### src/rtl/stepper_motion_ctrl.sv
// Move-command controller: turns "N steps in direction D" commands into
// step_clk/direction for the phase sequencer using a trapezoidal
// accel/cruise/decel step-interval profile measured in clk cycles.
module stepper_motion_ctrl #(
  parameter int unsigned STEP_W       = 16,
  parameter int unsigned PER_W        = 16,
  parameter int unsigned START_PERIOD = 8,
  parameter int unsigned MIN_PERIOD   = 4,
  parameter int unsigned ACCEL_DEC    = 2
) (
  input  logic              clk,
  input  logic              rst,
  input  logic              cmd_valid,
  output logic              cmd_ready,
  input  logic [STEP_W-1:0] cmd_steps,
  input  logic              cmd_dir,
  input  logic              abort,
  output logic              step_clk_out,
  output logic              direction_out,
  output logic              busy,
  output logic              done,
  output logic              aborted,
  output logic [STEP_W-1:0] steps_remaining,
  output logic [PER_W-1:0]  cur_period
);

  localparam int unsigned PW1 = PER_W + 1;
  localparam logic [PER_W:0]   START_X = PW1'(START_PERIOD);
  localparam logic [PER_W:0]   MIN_X   = PW1'(MIN_PERIOD);
  localparam logic [PER_W:0]   DEC_X   = PW1'(ACCEL_DEC);
  localparam logic [PER_W-1:0] START_P = PER_W'(START_PERIOD);
  localparam logic [PER_W-1:0] MIN_P   = PER_W'(MIN_PERIOD);

  typedef enum logic [1:0] {IDLE, ACCEL, CRUISE, DECEL} state_e;

  state_e              state_q, state_d;
  logic                step_clk_q, step_clk_d;
  logic                dir_q, dir_d;
  logic                busy_q, busy_d;
  logic                done_q, done_d;
  logic                aborted_q, aborted_d;
  logic                abort_pend_q, abort_pend_d;
  logic [STEP_W-1:0]   rem_q, rem_d;
  logic [STEP_W-1:0]   ramp_q, ramp_d;
  logic [PER_W-1:0]    per_q, per_d;
  logic [PER_W-1:0]    cnt_q, cnt_d;

  logic [PER_W:0]      sum_x, diff_x;
  logic [PER_W-1:0]    per_up, per_dn;
  logic [STEP_W-1:0]   r, lim;
  logic                step_evt;

  assign cmd_ready       = (state_q == IDLE);
  assign step_clk_out    = step_clk_q;
  assign direction_out   = dir_q;
  assign busy            = busy_q;
  assign done            = done_q;
  assign aborted         = aborted_q;
  assign steps_remaining = rem_q;
  assign cur_period      = per_q;

  // Next-state: command accept, period counting, step-event profile updates, abort.
  always_comb begin
    state_d      = state_q;
    step_clk_d   = step_clk_q;
    dir_d        = dir_q;
    done_d       = 1'b0;
    aborted_d    = aborted_q;
    abort_pend_d = abort_pend_q;
    rem_d        = rem_q;
    ramp_d       = ramp_q;
    per_d        = per_q;
    cnt_d        = cnt_q;
    lim          = '0;
    r            = rem_q - STEP_W'(1);
    sum_x        = {1'b0, per_q} + DEC_X;
    diff_x       = {1'b0, per_q} - DEC_X;
    per_up       = (sum_x > START_X) ? START_P : sum_x[PER_W-1:0];
    per_dn       = (diff_x[PER_W] || (diff_x < MIN_X)) ? MIN_P : diff_x[PER_W-1:0];
    step_evt     = (state_q != IDLE) && (cnt_q == per_q - PER_W'(1));

    if (state_q == IDLE) begin
      if (cmd_valid) begin
        dir_d        = cmd_dir;
        rem_d        = cmd_steps;
        per_d        = START_P;
        ramp_d       = '0;
        cnt_d        = '0;
        aborted_d    = 1'b0;
        abort_pend_d = 1'b0;
        if (cmd_steps == '0) done_d = 1'b1;
        else                 state_d = ACCEL;
      end
    end else begin
      cnt_d = cnt_q + PER_W'(1);
      if (step_evt) begin
        step_clk_d = ~step_clk_q;
        cnt_d      = '0;
        rem_d      = r;
        if (r == '0) begin
          state_d = IDLE;
          done_d  = 1'b1;
        end else if ((state_q != DECEL) && (r <= ramp_q)) begin
          state_d = DECEL;
          per_d   = per_up;
        end else begin
          unique case (state_q)
            ACCEL: begin
              per_d  = per_dn;
              ramp_d = ramp_q + STEP_W'(1);
              if (per_dn == MIN_P) state_d = CRUISE;
            end
            DECEL:   per_d = per_up;
            default: ;
          endcase
        end
      end
      // Abort acts on the post-step values; only the ramp already built is unwound.
      if (abort) begin
        lim   = (rem_d < ramp_d) ? rem_d : ramp_d;
        rem_d = lim;
        if (lim == '0) begin
          state_d   = IDLE;
          done_d    = 1'b1;
          aborted_d = 1'b1;
        end else begin
          state_d      = DECEL;
          abort_pend_d = 1'b1;
        end
      end
      if ((state_d == IDLE) && abort_pend_q) aborted_d = 1'b1;
    end

    busy_d = (state_d != IDLE);
  end

  // State and output registers with synchronous reset.
  always_ff @(posedge clk) begin
    if (rst) begin
      state_q      <= IDLE;
      step_clk_q   <= 1'b0;
      dir_q        <= 1'b0;
      busy_q       <= 1'b0;
      done_q       <= 1'b0;
      aborted_q    <= 1'b0;
      abort_pend_q <= 1'b0;
      rem_q        <= '0;
      ramp_q       <= '0;
      per_q        <= START_P;
      cnt_q        <= '0;
    end else begin
      state_q      <= state_d;
      step_clk_q   <= step_clk_d;
      dir_q        <= dir_d;
      busy_q       <= busy_d;
      done_q       <= done_d;
      aborted_q    <= aborted_d;
      abort_pend_q <= abort_pend_d;
      rem_q        <= rem_d;
      ramp_q       <= ramp_d;
      per_q        <= per_d;
      cnt_q        <= cnt_d;
    end
  end

endmodule

### config.mk
export PLATFORM = sky130hd
export DESIGN_NAME = stepper_motion_ctrl
export DESIGN_NICKNAME = d
export VERILOG_FILES = /design/src/rtl/stepper_motion_ctrl.sv
export SDC_FILE = /design/constraint.sdc
export NUM_CORES = 1
export LEC_CHECK = 0
export CORE_ASPECT_RATIO = 0.75
export CORE_MARGIN = 1.5
export CORE_UTILIZATION = 44
export CTS_BUF_LIST = sky130_fd_sc_hd__clkbuf_4
export DETAILED_ROUTE_END_ITERATION = 6
export PLACE_DENSITY = 0.71
export SLEW_MARGIN = 10
export SYNTH_ARGS = -nofsm -noshare
export SYNTH_HDL_FRONTEND = slang
export SYNTH_SLANG_ARGS = --single-unit
### constraint.sdc
create_clock -name clk -period 9.4 [get_ports clk]
set_clock_uncertainty 0.1 [all_clocks]
set_input_delay 1.41 -clock clk [delete_from_list [all_inputs] [get_ports clk]]
set_output_delay 1.41 -clock clk [all_outputs]
set_load 0.05 [all_outputs]
==> out/results.ini, run 1 <==
[status]
status = completed

[timing]
finalSetupViolCount = 0
setup_tns_ns = 0
setup_ws_ns = 1.334
max-slew-margin-rel_pct = 40.11
slew_viol_final = 0
grt_setup_unrepaired = false
min_period_over_period_pct = 85.81
worst_slew_pin_slew_ns = 0.8902
period_needed_ns = 8.066
max_freq_mhz = 124.0
finalHoldViolCount = 0

[final_layout]
final_cell_mix = nand2_1, nor2_1, dfxtp_1, o21ai_0, clkdlybuf4s50_1
syn2layout_area_growth_pct = 12.77
drive_gt1_share_pct = 5.550
multi_input_area_um2 = 4678
final_area_um2 = 7370
final_common_cell = nand2_1
fillers = 1470
n_antenna_cell = 0
nNetsFinal = 975
seq_area_um2 = 1441

[pwr]
leakagePower_nw = 2.796
power.density_nw_per_um2 = 164.1
ir_worst_vdd_uv = 58.75

[floorplanning]
die_y_um = 108.5
dieArea_um2 = 15600
rows = 38
start_util_pct = 45.06
die_w_um = 143.7
core_um2 = 14500
io_pins = 59

[detailed_routing]
wl_per_cell_um = 17.74
vias = 6697
drtAntennaViolNets = 0
routed_wl_um = 19850
drt_iter0_drc = 842
drc_errors = 0
viasPerCell = 5.985
first_pass_iters = 5

[global_routing]
grt-ovfl-total = 0
grt_pass1_wl_um = 32250
grt_max_degree = 28
grt_pass1_vias = 5943
antenna_found_initial = 0
groute.usage.overall_pct = 26.58

[place]
gp_congestion = 1.002
dp_slack_ns = 1.544
io_buffers = 58
post_dp_cell_area_um2 = 7206
post-dp-hpwl_um = 14900

[worst_setup_path]
setup.worst_path.class = flop to flop
cp_slowest_cell = nor3b_1
critPathMaxFanout = 14
cp.required_ns = 9.71
cp_data_arrival_time_ns = 8.38
cpMostUsedCell = ha_1
worstSetupEndpointType = flop
slowest_delay_ns = 0.68
start_kind = flop

[clock_tree]
clk_pin_slew_ns = 0.14
clockRootBuffer = clkbuf_4
postCtsHoldBufs = 0
cts_resized = 0
clock_latency_ns = 0.47
cts_num_sinks = 72
cts_buffer_depth = 2
postCtsSetupBuffers = 0
tritoncts = yes
htreeDepth = 3
numCtsBuffers = 9

[logic_synthesis]
synth_edf_count = 0
synth_area_um2 = 6535
syn_avg_cell_area_um2 = 7.285
yosysUniqueCellTypes = 71
ys.flop_type = dfxtp_1
ys_warn_count = 0
synth_fp_nets = 958
ys_seq_area_share_pct = 22.06
async_flop_share_pct = 0
netlist_instances = 897
ys_seq_elements = 72

[hold_path]
hold_class = flop to flop

[run]
drv_cap = 0

## kinds of logic (layout without fill, tap and decap cells)
group | after synthesis | count (layout) | synth area share (%)
compound gates | 208 | 208 | 20.20
xor+xnor | 73 | 73 | 9.784
fa+ha+maj | 40 | 40 | 7.658
buf+inv | 109 | 131 | 6.452
flops | 72 | 72 | 22.06
mux | 31 | 31 | 4.882
simple gates | 364 | 364 | 28.97
## flip-flops by register name, indices dropped and copies added, names as in the netlist
signal           count
direction_out        1
aborted              1
busy                 1
state_q              2
ramp_q              16
step_clk_out         1
cnt_q               16
abort_pend_q         1
done                 1
steps_remaining     16
cur_period          16
## power breakdown
part | switching, mW | internal [mW] | total (mW)
Sequential | 0.0427 | 0.322 | 0.365
Clock | 0.129 | 0.107 | 0.236
Combinational | 0.378 | 0.230 | 0.608
Total | 0.549 | 0.660 | 1.21
## through the flow
step / hold slack, ns / total power, mW / utilization (%) / std cells
detailed placement: 0.3529 / 0.9613 / 49.69 / 1103
floorplan: 0.3569 / 0.8040 / - / 897
finish: 0.3676 / 1.209 / 50.82 / 1119
global route: 0.3970 / 1.290 / 50.82 / 1119
CTS: 0.3708 / 1.200 / 50.82 / 1119
global placement: 0.3456 / 0.9573 / 49.69 / 1103
## cell type report
cell class,count,area share [%]
sequential,72,19.56
tap,200,3.396
inverter,46,2.343
clock inverter,7,1.307
timing repair buffer,69,8.998
multi-input combinational,716,63.48
clock buffer,9,0.9168
## routing by layer
metal	GRT usage (%)	part of all wire (%)	vias to the layer above
li1	-	-	3292
met4	5.612	0.98	0
met5	0	0	-
met3	5.004	9.5	20
met1	41.81	50	3102
met2	36.57	39	283
## cell usage after synthesis (19+ instances only)
| cell type | n | share of area [%] |
|---|---|---|
| a21oi_1 | 41 | 3.1 |
| and3_1 | 19 | 1.8 |
| clkbuf_1 | 50 | 2.9 |
| dfxtp_1 | 72 | 22 |
| ha_1 | 40 | 7.7 |
| inv_1 | 45 | 2.6 |
| mux2i_1 | 24 | 3.7 |
| nand2_1 | 88 | 5.1 |
| nand3_1 | 38 | 2.9 |
| nand4_1 | 21 | 2.0 |
| nor2_1 | 75 | 4.3 |
| nor3_1 | 27 | 2.1 |
| nor4_1 | 21 | 2.0 |
| o21ai_0 | 68 | 5.2 |
| xnor2_1 | 43 | 5.8 |
| xor2_1 | 30 | 4.0 |
## final timing paths
kind	slack, ns	end	start	depth (start not counted)
worst max-delay path	1.33	aborted$_SDFFE_PP0P_	steps_remaining[0]$_SDFFE_PP0P_	28
worst min-delay path	0.37	direction_out$_SDFFE_PP0P_	direction_out$_SDFFE_PP0P_	2
worst max register to register	1.33	aborted$_SDFFE_PP0P_	steps_remaining[0]$_SDFFE_PP0P_	28
worst min register to register	0.37	direction_out$_SDFFE_PP0P_	direction_out$_SDFFE_PP0P_	2
## worst max-delay path, delay by kind of cell, from the launching register on
kind                       cells  cell delay, ns
adders and majority gates      3            0.88
AOI/OAI and AO/OA              6            1.34
buffers and inverters          2            0.25
xor gates and xnor gates       2            0.31
and+or+nand+nor               15            4.62
DFF                            1            0.49
(Power assumes the default switching activity.)
==> inputs of run 2 (changes only) <==
- CORE_MARGIN: 1.5 -> default
==> run 2 against run 1 <==
Compared with the run above:
- global-route usage increased by 0.68 points
- final cell count unchanged
- hold slack got worse by 0.0072 ns
- die area down 1.6%
- count of clock-buffer cells in the layout is 2 higher
- worst setup slack worse by 0.084 ns
- critical path depth decreased by 1
- sequential share of layout area is essentially flat
- via count up 1.0%
- sequential cell count did not move
- combinational power is essentially flat
- final area decreased by 0.12%
==> out/results.ini, run 2 (synthesis results as in run 1) <==
[floorplanning]
io_pins = 59  ; unchanged
start_util_pct = 45.06  ; unchanged
die_w_um = 142.7  ; -0.70%
die_y_um = 107.5  ; -0.92%
rows = 38  ; unchanged
dieArea_um2 = 15350  ; -1.6%
core_um2 = 14500  ; unchanged

[detailed_routing]
viasPerCell = 6.045  ; +1.0%
vias = 6764  ; +1.0%
wl_per_cell_um = 17.80  ; +0.38%
routed_wl_um = 19920  ; +0.38%
drtAntennaViolNets = 0  ; unchanged
drt_iter0_drc = 801  ; -4.9%
drc_errors = 0  ; unchanged
first_pass_iters = 7  ; +2

[hold_path]
hold_class = flop to flop

[timing]
min_period_over_period_pct = 86.70  ; +0.89 points
worst_slew_pin_slew_ns = 0.8718  ; -0.01839 ns
setup_ws_ns = 1.250  ; -0.08386 ns
setup_tns_ns = 0  ; unchanged
period_needed_ns = 8.150  ; +0.08386 ns
finalHoldViolCount = 0  ; unchanged
grt_setup_unrepaired = false
slew_viol_final = 0  ; unchanged
max-slew-margin-rel_pct = 41.67  ; +1.6 points
max_freq_mhz = 122.7  ; -1.0%
finalSetupViolCount = 0  ; unchanged

[worst_setup_path]
cp.required_ns = 9.71  ; about the same
critPathMaxFanout = 14  ; unchanged
cp_data_arrival_time_ns = 8.46  ; +0.08 ns
r2r_slack_ns = 1.25  ; -0.08 ns
worstSetupEndpointType = flop
setup.worst_path.class = flop to flop
start_kind = flop

[clock_tree]
numCtsBuffers = 9  ; unchanged
clockRootBuffer = clkbuf_4
clock_latency_ns = 0.48  ; about the same
htreeDepth = 3  ; unchanged
postCtsSetupBuffers = 0  ; unchanged
cts_resized = 0  ; unchanged
cts_num_sinks = 72  ; unchanged
tritoncts = yes
postCtsHoldBufs = 0  ; unchanged
clk_pin_slew_ns = 0.13  ; about the same
cts_buffer_depth = 2  ; unchanged

[global_routing]
grt_max_degree = 28  ; unchanged
groute.usage.overall_pct = 27.26  ; +0.68 points
grt_pass1_wl_um = 32150  ; -0.32%
antenna_found_initial = 1  ; +1
grt_pass1_vias = 5932  ; -0.19%
grt-ovfl-total = 0  ; unchanged

[final_layout]
nNetsFinal = 975  ; unchanged
final_common_cell = nand2_1
syn2layout_area_growth_pct = 12.64
drive_gt1_share_pct = 5.447  ; -0.10 points
layoutNonFillerInstCount = 1119  ; unchanged
final_cell_mix = nand2_1, nor2_1, dfxtp_1, o21ai_0, clkdlybuf4s50_1

[pwr]
netSwitchingFraction_pct = 45.09  ; -0.34 points
p_seq_share_pct = 30.2  ; about the same
power.switching_mw = 0.5451  ; -0.76%
power.density_nw_per_um2 = 164.2  ; about the same
ir_worst_vdd_uv = 62.05  ; +5.6%
intPower_mw = 0.6637  ; +0.59%
leakagePower_nw = 2.805  ; +0.31%
pwr-share-clk_pct = 19.4  ; about the same
power_frac_comb_pct = 50.4  ; about the same

[place]
gp_congestion = 0.9794  ; -2.3%
io_buffers = 58  ; unchanged
dp_cells = 1103  ; unchanged
post-dp-hpwl_um = 14850  ; -0.35%
dp_slack_ns = 1.416  ; -0.1280 ns

[status]
status = completed

[run]
drv_cap = 0  ; unchanged

## run 2: changes by cell type in the layout (fill, tap and decap cells not counted)
cell	change
clkbuf_4	+2
clkinv_2	+1
clkinvlp_4	-3
clkinv_4	-1
diode_2	+1
## run 2: worst paths after layout
| path | end | cells after the start | from |
|---|---|---|---|
| max | aborted$_SDFFE_PP0P_ | 27 | steps_remaining[0]$_SDFFE_PP0P_ |
| min | direction_out$_SDFFE_PP0P_ | 2 | direction_out$_SDFFE_PP0P_ |
| max reg2reg | aborted$_SDFFE_PP0P_ | 27 | steps_remaining[0]$_SDFFE_PP0P_ |
| min reg2reg | direction_out$_SDFFE_PP0P_ | 2 | direction_out$_SDFFE_PP0P_ |
## run 2: layer usage
metal / up-vias / share of wire (%) / global-route usage, %
met5: - / 0 / 0
met4: 0 / 1.3 / 7.066
met3: 27 / 8.9 / 6.094
met2: 302 / 39 / 36.52
met1: 3155 / 51 / 42.37
li1: 3280 / - / -
## run 2: final cells by class
type,instances,area (µm²)
tap,200,250.2
clock buffer,11,82.58
timing repair buffer,69,663.1
sequential,72,1441
inverter,46,172.7
clock inverter,4,70.07
fill,1420,7141
antenna,1,2.502
multi-input combinational,716,4678
## run 2: power by group through the flow
stage / registers, mW / logic [mW] / clock network, mW
2_1_floorplan: 0.393 / 0.411 / 0
3_3_place_gp: 0.370 / 0.589 / 0
3_5_place_dp: 0.370 / 0.594 / 0
4_1_cts: 0.363 / 0.598 / 0.241
5_1_grt: 0.368 / 0.668 / 0.250
6_report: 0.365 / 0.609 / 0.235
## run 2: per-stage QoR
step | area [µm²] | power, mW | utilization [%] | hold slack [ns]
after floorplan | 6535 | 0.8040 | - | 0.3569
after global placement | 7206 | 0.9589 | 49.69 | 0.3455
after detailed placement | 7206 | 0.9638 | 49.69 | 0.3470
after CTS | 7358 | 1.202 | 50.74 | 0.3641
after global routing | 7361 | 1.287 | 50.76 | 0.3906
final | 7361 | 1.209 | 50.76 | 0.3604
## run 2: critical path: stages, from the launching register on
cell	delay, ns
dfxtp_1	0.48
or4_1	0.67
or3_1	0.40
or4_1	0.50
nor3_1	0.30
xnor2_1	0.12
ha_1	0.30
nand3_1	0.10
or3_1	0.39
nor2b_1	0.14
a211oi_1	0.26
or2_2	0.25
and3_1	0.53
nand2_1	0.27
nor3_1	0.34
xnor2_1	0.19
inv_1	0.07
ha_1	0.29
a21o_1	0.16
a21o_1	0.16
a21o_1	0.17
a21oi_1	0.26
o21bai_1	0.13
a211oi_2	0.34
nand2_1	0.11
or4_1	0.60
a211o_1	0.30
a21oi_1	0.12
==> inputs of run 3 (changes only) <==
- CELL_PAD_IN_SITES_DETAIL_PLACEMENT: default -> 0
- CELL_PAD_IN_SITES_GLOBAL_PLACEMENT: default -> 1
- CORE_MARGIN: default -> 2
- PLACE_DENSITY: 0.71 -> 0.9
==> run 3 against run 2 <==
Compared with the run above:
- via count up 0.10%
- final cell count fell by 0.27%
- die area increased by 3.3%
- clock power rose by 13%
- register-to-register slack better by 0.11 ns
- sequential share of layout area barely moved
- sequential cell count did not move
- count of clock-buffer cells in the layout down 1
- maximum frequency up 1.3%
- final area increased by 0.10%
- critical path type unchanged
- largest cell class unchanged
- largest power group unchanged
==> out/results.ini, run 3 (synthesis results as in run 1) <==
[status]
status = completed

[global_routing]
antenna_found_initial = 0  ; -1
grt_pass1_vias = 5836  ; -1.6%
grt_pass1_wl_um = 32620  ; +1.5%
grt_max_degree = 29  ; +3.6%
groute.usage.overall_pct = 26.86  ; -0.40 points
grt-ovfl-total = 0  ; unchanged

[final_layout]
n_antenna_cell = 0  ; -1
drive_gt1_share_pct = 5.240  ; -0.21 points
final_common_cell = nand2_1
final_area_um2 = 7368  ; +0.10%
nNetsFinal = 972  ; -0.31%
syn2layout_area_growth_pct = 12.75
final_cell_mix = nand2_1, nor2_1, dfxtp_1, o21ai_0, clkdlybuf4s50_1

[timing]
max-slew-margin-rel_pct = 35.88  ; -5.8 points
min_period_over_period_pct = 85.56  ; -1.1 points
period_needed_ns = 8.043  ; -0.1066 ns
setup_tns_ns = 0  ; unchanged
worst_slew_pin_slew_ns = 0.9607  ; +0.08895 ns
finalSetupViolCount = 0  ; unchanged
max_freq_mhz = 124.3  ; +1.3%
grt_setup_unrepaired = false
setup_ws_ns = 1.357  ; +0.1066 ns
finalHoldViolCount = 0  ; unchanged
slew_viol_final = 0  ; unchanged

[floorplanning]
dieArea_um2 = 15850  ; +3.3%
io_pins = 59  ; unchanged
die_w_um = 144.7  ; +1.4%
start_util_pct = 45.06  ; unchanged
die_y_um = 109.5  ; +1.9%
rows = 38  ; unchanged
core_um2 = 14500  ; unchanged

[detailed_routing]
viasPerCell = 6.067  ; +0.37%
wl_per_cell_um = 18.64  ; +4.7%
first_pass_iters = 7  ; unchanged
drt_iter0_drc = 721  ; -10%
drc_errors = 0  ; unchanged
routed_wl_um = 20800  ; +4.4%
drtAntennaViolNets = 0  ; unchanged
vias = 6771  ; +0.10%

[worst_setup_path]
setup.worst_path.class = flop to flop
worstSetupEndpointType = flop
critPathMaxFanout = 14  ; unchanged
start_kind = flop
cp_data_arrival_time_ns = 8.34  ; -0.12 ns
cp.required_ns = 9.69  ; -0.02 ns

[pwr]
ir_worst_vdd_uv = 64.15  ; +3.4%
power.switching_mw = 0.5570  ; +2.2%
p_seq_share_pct = 29.3  ; -0.9 points
leakagePower_nw = 2.800  ; -0.16%
power_frac_comb_pct = 49.3  ; -1.1 points
power_mw = 1.245  ; +3.0%
intPower_mw = 0.6878  ; +3.6%
power.density_nw_per_um2 = 168.9  ; +2.9%
pwr-share-clk_pct = 21.4  ; +2.0 points
netSwitchingFraction_pct = 44.75  ; -0.34 points

[clock_tree]
tritoncts = yes
clockRootBuffer = clkbuf_4
clk_pin_slew_ns = 0.12  ; about the same
postCtsSetupBuffers = 0  ; unchanged
cts_resized = 0  ; unchanged
numCtsBuffers = 9  ; unchanged
cts_num_sinks = 72  ; unchanged
postCtsHoldBufs = 0  ; unchanged
cts_buffer_depth = 2  ; unchanged
clock_latency_ns = 0.48  ; about the same
htreeDepth = 3  ; unchanged

[place]
post_dp_cell_area_um2 = 7186  ; -0.28%
io_buffers = 58  ; unchanged
gp_congestion = 0.9883  ; +0.91%
post-dp-hpwl_um = 15650  ; +5.4%
dp_slack_ns = 1.491  ; +0.07480 ns

[run]
drv_cap = 0  ; unchanged

[hold_path]
hold_class = flop to flop

==> run 3: cell count changes in the layout (fill, tap and decap cells not counted), sizes merged <==
cell    before  now
bufinv       2    3
clkbuf      11   10
diode        1    0
clkinv       3    4
buf         11    8
==> run 3: final timing paths <==
path	to	start	slack [ns]	depth (start not counted)
min reg2reg	direction_out$_SDFFE_PP0P_	direction_out$_SDFFE_PP0P_	0.37	2
min	direction_out$_SDFFE_PP0P_	direction_out$_SDFFE_PP0P_	0.37	2
max	aborted$_SDFFE_PP0P_	steps_remaining[0]$_SDFFE_PP0P_	1.36	27
max reg2reg	aborted$_SDFFE_PP0P_	steps_remaining[0]$_SDFFE_PP0P_	1.36	27
==> run 3: metal layers <==
layer | vias up | global-route usage [%] | wire (µm)
li1 | 3273 | - | -
met5 | - | 0 | 0
met3 | 19 | 5.662 | 2144
met1 | 3196 | 43.14 | 10570
met4 | 0 | 6.380 | 225
met2 | 283 | 35.41 | 7861
==> run 3: layout make-up <==
cell class                      instances  area (µm²)
Multi-Input combinational cell        716        4681
Clock buffer                           10       75.07
Inverter                               46       172.7
Sequential cell                        72        1441
Clock inverter                          6       107.6
Fill cell                            1455        7133
Tap cell                              200       250.2
Timing Repair Buffer                   66       640.6
==> run 3: power groups by stage <==
stage / clock (mW) / combinational (mW) / sequential (mW)
global placement: 0 / 0.600 / 0.370
global route: 0.280 / 0.674 / 0.368
CTS: 0.272 / 0.603 / 0.363
detailed placement: 0 / 0.600 / 0.370
floorplan: 0 / 0.411 / 0.393
finish: 0.266 / 0.614 / 0.365
==> run 3: worst max-delay path: stages (launching register included) <==
cell,delay [ns]
dfxtp_1,0.49
or4_1,0.65
or3_1,0.39
or4_1,0.52
nor3_1,0.28
xnor2_1,0.11
ha_1,0.30
nand3_1,0.09
or3_1,0.41
nor2b_1,0.15
a211oi_1,0.27
or2_2,0.26
and3_1,0.50
nand2_1,0.26
nor3_1,0.34
xnor2_1,0.20
inv_1,0.07
ha_1,0.31
nand4_1,0.09
nor3_1,0.35
nand2_1,0.16
or3_1,0.37
a41oi_1,0.24
a211oi_2,0.10
a311oi_1,0.23
nand4_1,0.19
a211o_1,0.38
a21oi_1,0.12
==> run 3: metrics by stage <==
stage / std cells / hold WS [ns] / utilization (%)
CTS: 1116 / 0.3741 / 50.81
finish: 1116 / 0.3711 / 50.81
global placement: 1100 / 0.3435 / 49.55
detailed placement: 1100 / 0.3563 / 49.55
global route: 1116 / 0.3864 / 50.81
floorplan: 897 / 0.3569 / -
